**src/rtl/lmem_hd_unloader.sv**
```systemverilog
// rtl/lmem_hd_unloader.sv - Lmem hard-decision unload reader
// Walks every unload address, captures the Kb-circulant vector and streams it out word by word.
module lmem_hd_unloader #(
  parameter int Kb           = 14,
  parameter int HDWIDTH      = 32,
  parameter int Z            = 511,
  parameter int ADDRESSWIDTH = 5,
  parameter int UNLOAD_DEPTH = 16,
  parameter int UNLOAD_LAT   = 2
) (
  input  logic                    clk,
  input  logic                    rst,
  input  logic                    start,
  output logic                    busy,
  output logic                    done,
  output logic                    unload_en,
  output logic [ADDRESSWIDTH-1:0] unloadAddress,
  input  logic [Kb*HDWIDTH-1:0]   unload_HDout_vec_regout,
  output logic [HDWIDTH-1:0]      hd_data,
  output logic                    hd_valid,
  input  logic                    hd_ready,
  output logic                    hd_last
);

  localparam int WORD_W    = (Kb > 1) ? $clog2(Kb) : 1;
  localparam int LAT_W     = (UNLOAD_LAT > 1) ? $clog2(UNLOAD_LAT) : 1;
  localparam int LAST_BITS = Z - (UNLOAD_DEPTH - 1) * HDWIDTH;

  localparam logic [WORD_W-1:0]       LAST_WORD = WORD_W'(Kb - 1);
  localparam logic [ADDRESSWIDTH-1:0] LAST_ADDR = ADDRESSWIDTH'(UNLOAD_DEPTH - 1);
  localparam logic [LAT_W-1:0]        LAT_MAX   = LAT_W'(UNLOAD_LAT - 1);
  localparam logic [HDWIDTH-1:0]      PAD_MASK  = HDWIDTH'((65'd1 << LAST_BITS) - 65'd1);

  typedef enum logic [2:0] {
    S_IDLE,
    S_REQ,
    S_WAIT,
    S_SEND,
    S_FIN
  } state_t;

  state_t                         r_state;
  state_t                         w_next;
  logic [ADDRESSWIDTH-1:0]        r_addr;
  logic [WORD_W-1:0]              r_word;
  logic [LAT_W-1:0]               r_lat;
  logic [Kb-1:0][HDWIDTH-1:0]     r_buf;

  logic                           w_accept;
  logic                           w_last_word;
  logic                           w_last_addr;
  logic [HDWIDTH-1:0]             w_mask;

  assign w_accept      = (r_state == S_SEND) && hd_ready;
  assign w_last_word   = (r_word == LAST_WORD);
  assign w_last_addr   = (r_addr == LAST_ADDR);
  // The final address only carries the tail of the circulant; upper bits are padding.
  assign w_mask        = w_last_addr ? PAD_MASK : {HDWIDTH{1'b1}};
  assign unloadAddress = r_addr;

  always_ff @(posedge clk or posedge rst) begin
    if (rst) begin
      r_state <= S_IDLE;
    end else begin
      r_state <= w_next;
    end
  end

  always_comb begin
    w_next    = r_state;
    busy      = 1'b0;
    done      = 1'b0;
    unload_en = 1'b0;
    hd_valid  = 1'b0;
    hd_last   = 1'b0;
    hd_data   = '0;
    case (r_state)
      S_IDLE: begin
        if (start) begin
          w_next = S_REQ;
        end
      end
      S_REQ: begin
        busy      = 1'b1;
        unload_en = 1'b1;
        w_next    = S_WAIT;
      end
      S_WAIT: begin
        busy = 1'b1;
        if (r_lat == LAT_MAX) begin
          w_next = S_SEND;
        end
      end
      S_SEND: begin
        busy     = 1'b1;
        hd_valid = 1'b1;
        hd_data  = r_buf[r_word];
        hd_last  = w_last_word && w_last_addr;
        if (w_accept && w_last_word) begin
          w_next = w_last_addr ? S_FIN : S_REQ;
        end
      end
      S_FIN: begin
        busy   = 1'b1;
        done   = 1'b1;
        w_next = S_IDLE;
      end
      default: begin
        w_next = S_IDLE;
      end
    endcase
  end

  always_ff @(posedge clk or posedge rst) begin
    if (rst) begin
      r_addr <= '0;
      r_word <= '0;
      r_lat  <= '0;
      r_buf  <= '0;
    end else begin
      case (r_state)
        S_IDLE: begin
          if (start) begin
            r_addr <= '0;
          end
        end
        S_REQ: begin
          r_lat <= '0;
        end
        S_WAIT: begin
          // Lmem output is valid exactly on the last latency cycle; grab it then.
          if (r_lat == LAT_MAX) begin
            for (int k = 0; k < Kb; k++) begin
              r_buf[k] <= unload_HDout_vec_regout[k*HDWIDTH +: HDWIDTH] & w_mask;
            end
            r_word <= '0;
          end else begin
            r_lat <= r_lat + 1'b1;
          end
        end
        S_SEND: begin
          if (w_accept) begin
            if (!w_last_word) begin
              r_word <= r_word + 1'b1;
            end else if (!w_last_addr) begin
              r_addr <= r_addr + 1'b1;
            end
          end
        end
        default: begin
        end
      endcase
    end
  end

endmodule

```
**config.mk**
```make
export PLATFORM = sky130hd
export DESIGN_NAME = lmem_hd_unloader
export DESIGN_NICKNAME = d
export VERILOG_FILES = /design/src/rtl/lmem_hd_unloader.sv
export SDC_FILE = /design/constraint.sdc
export NUM_CORES = 1
export LEC_CHECK = 0
export CAP_MARGIN = 20
export CORE_AREA = 5 5 211 213
export CTS_CLUSTER_DIAMETER = 150
export DETAILED_ROUTE_END_ITERATION = 6
export DIE_AREA = 0 0 216 218
export HOLD_SLACK_MARGIN = 0.1
export PLACE_DENSITY = 0.89
export SYNTH_ARGS = -nofsm -noshare
export SYNTH_HDL_FRONTEND = slang
export SYNTH_SLANG_ARGS = --single-unit
```
**constraint.sdc**
```tcl
create_clock -name clk -period 20.8 [get_ports clk]
set_input_delay 4.16 -clock clk [delete_from_list [all_inputs] [get_ports clk]]
set_output_delay 4.16 -clock clk [all_outputs]
set_load 0.05 [all_outputs]
```
==> metrics <==
DR DRC count=0; Synth Flop Type=dfrtp_1; asr flop ratio synth=100.0%; Routability Congestion=0.9961; Syn-to-layout area delta=31.87%; Root Buffer=clkbuf_16; Routed wire per std cell=around 24 um; share of layout cells above drive strength 1=under 10%; initial antenna violation count=3; # port buffers=493; dpl ws=11.81 ns; Initial Utilization=50.19%; TritonRoute pass-1 iters=6; RSZ-0062 raised after global routing=no; I/O pins=between 400 and 500; Peak VDD IR=0.1246 mV; synth warn=0; Post-CTS Resized=0; WS Path Type=register to output pin; Skew-Pair Late Insertion Delay=about 0.58 ns; Slew Limit Fails=0; slowest CP cell=clkdlybuf4s50_1; total number of vias=18860; CORE AREA=42510 um^2; met1 global-route usage=44.12%; Slew headroom=17.68%; Final setup viols=0; worst endpoint data arrival time=around 5.4 ns; largest net degree at the start of global routing=281; register area=11540 um^2; sequential share of the synthesized area=54.08%; Max Freq=105.0 MHz; Num CTS Buffers=49; die width=~220 um; M3 GR Usage=under 10%; CP Cell Sequence=buf_4 > buf_4 > and2_1 > a221oi_1 > a211oi_1 > clkdlybuf4s50_1; Multi-input gate area=9000 um^2; H-tree depth=2; Post-DRT Antenna Nets=0; Crit Path Max Fanout=63; Yosys cell types=49; Hold Buf Count CTS=0; final hold viol count=0; Gate Count Post-Synth=2305; slowest stage delay, CP=0.93 ns; CTS tree=yes; gr usage total=32.61%; most frequent CP cell=buf_4; Die Ht=218 um; CP required=16.64 ns; MaxCap Viol Count=0; met2 usage=50.15%; Worst R2R Setup Slack=between 15 and 20 ns; EDFF count, synth=0; Overall Power=4.675 mW; vias in the first global route=between 15000 and 20000; 1st-iter DRT viols=2321; HP Class=register to register; Die ar.=47090 um^2; Mean Syn Cell Area=9.255 um^2; Synth Register Bits=461; crit path launch type=register; DP Area=around 26000 um^2; outcome=completed; period utilization=between 40% and 50%; P_leak=13.26 nW; Most Used Layer, Global Route=met2; setup TNS=0 ns; Vias/cell=5.719; slew at the pin closest to its max-slew limit=around 1.2 ns; pwr/cell area=approximately 170 nW/um^2; Clock Pin Slew Worst Setup and Hold Paths=about 0.06 ns; num rows=76; fill count=3256; dpl hpwl=57.78 mm; Post-Syn Nets=2761; fin crit period=between 9 and 10 ns; clk_skew=0.01247 ns; overall routed net length=78.52 mm; crit path capture type=output pin; clock sinks=461; fin nets=between 3000 and 4000; synthesized cell area=21330 um^2; CTS Buffer Depth=3; design area=28130 um^2; final worst slack=11.28 ns; first-pass GRT wire length=116.9 mm; grt total ovfl=0; # Post-CTS Setup Buffers=0
[Yosys cell counts (3+ instances only)]
library cell  count  area share, %
and3_1            4           0.12
inv_1             9           0.16
o21ai_0           4          0.094
a32oi_1          15           0.62
mux2_1           11           0.58
a211oi_1         17           0.60
a221oi_1         32            1.3
a21oi_1          19           0.45
a22oi_2           9           0.53
dfrtp_1         461             54
clkbuf_1         58            1.0
nor2b_1           5           0.15
mux4_2           64            6.8
buf_4            12           0.42
a22oi_1          22           0.77
nand2_1        1333             23
nor3_1            3          0.070
nand3_1          16           0.38
mux2_4            5           0.35
buf_2            73            1.7
mux2i_1           3           0.14
mux2_2           81            4.3
nor2_1            3          0.053
buf_6            10           0.53
ha_1              4           0.23
[path summary, 6_finish.rpt]
path,end,cells past startpoint,start
worst max-delay path,hd_data[1],6,r_word[0]
min in group asynchronous,r_buf[388],2,rst
worst min register to register,r_buf[383],2,r_buf[383]
worst min-delay path,r_buf[383],2,r_buf[383]
worst max register to register,r_buf[0],6,r_state[2]
max in group asynchronous,r_buf[135],3,rst
[critical path: cells and delay by family (launching register included)]
family	cells	cell delay, ns
buffers and inverters	3	2.47
flip-flops	1	0.79
AO/OA/AOI/OAI	2	0.76
AND/OR/NAND/NOR	1	0.71
[state kept, by name (all words and copies together) (netlist names)]
name / count
r_buf: 448
r_lat: 1
r_state: 3
r_word: 4
unloadAddress: 5
[cell families (layout without fill, tap and decap cells)]
| logic type | count (synthesis) | after routing | share of synthesized area [%] |
|---|---|---|---|
| XOR/XNOR | 1 | 1 | 0.04107 |
| buffers and inverters | 166 | 611 | 3.912 |
| other | 0 | 2 | 0 |
| multiplexers | 164 | 164 | 12.11 |
| AND/OR/NAND/NOR | 1380 | 1380 | 24.80 |
| AO/OA/AOI/OAI | 129 | 129 | 4.821 |
| adder cells (fa/ha/maj) | 4 | 4 | 0.2346 |
| flip-flops | 461 | 461 | 54.08 |
[layout by cell type (no fill, tap or decap), types with 10 or more instances in the layout]
cell type / instances
buf_4: 17
mux4_2: 64
nand2_1: 1333
clkbuf_16: 49
a22oi_1: 22
dfrtp_1: 459
nand3_1: 16
mux2_1: 11
a211oi_1: 17
mux2_2: 81
a21oi_1: 19
a221oi_1: 32
a32oi_1: 15
clkdlybuf4s50_1: 493
clkbuf_8: 10
[metal layers]
metal  vias up  routed length, um
met2      1100              35850
met3       194               8192
li1       8303                  -
met4         4               4317
met5         -                 26
met1      9261              30130
[stage by stage]
step | util, % | instances | hold slack [ns]
after global routing | 66.17 | 3296 | 0.4931
after global placement | 62.06 | 3208 | 0.4460
after CTS | 65.84 | 3291 | 0.4700
after floorplan | - | 2305 | 0.4331
after detailed placement | 62.06 | 3208 | 0.4569
final | 66.18 | 3298 | 0.4676
[where the power goes]
| part | switching (mW) | leakage (nW) | internal (mW) |
|---|---|---|---|
| combinational | 1.20 | 7.04 | 0.857 |
| sequential | 0.375 | 5.44 | 1.35 |
| clock | 0.361 | 0.784 | 0.527 |
[final cells by class]
cell class | instances | area share, %
clock inverters | 16 | 0.7651
diodes | 2 | 0.01779
well taps | 546 | 2.429
inverters | 11 | 0.1735
multi-input cells | 1678 | 31.99
clock buffers | 67 | 4.955
repair buffers | 517 | 18.63
flip-flops and latches | 461 | 41.04
(Power assumes the default switching activity.)
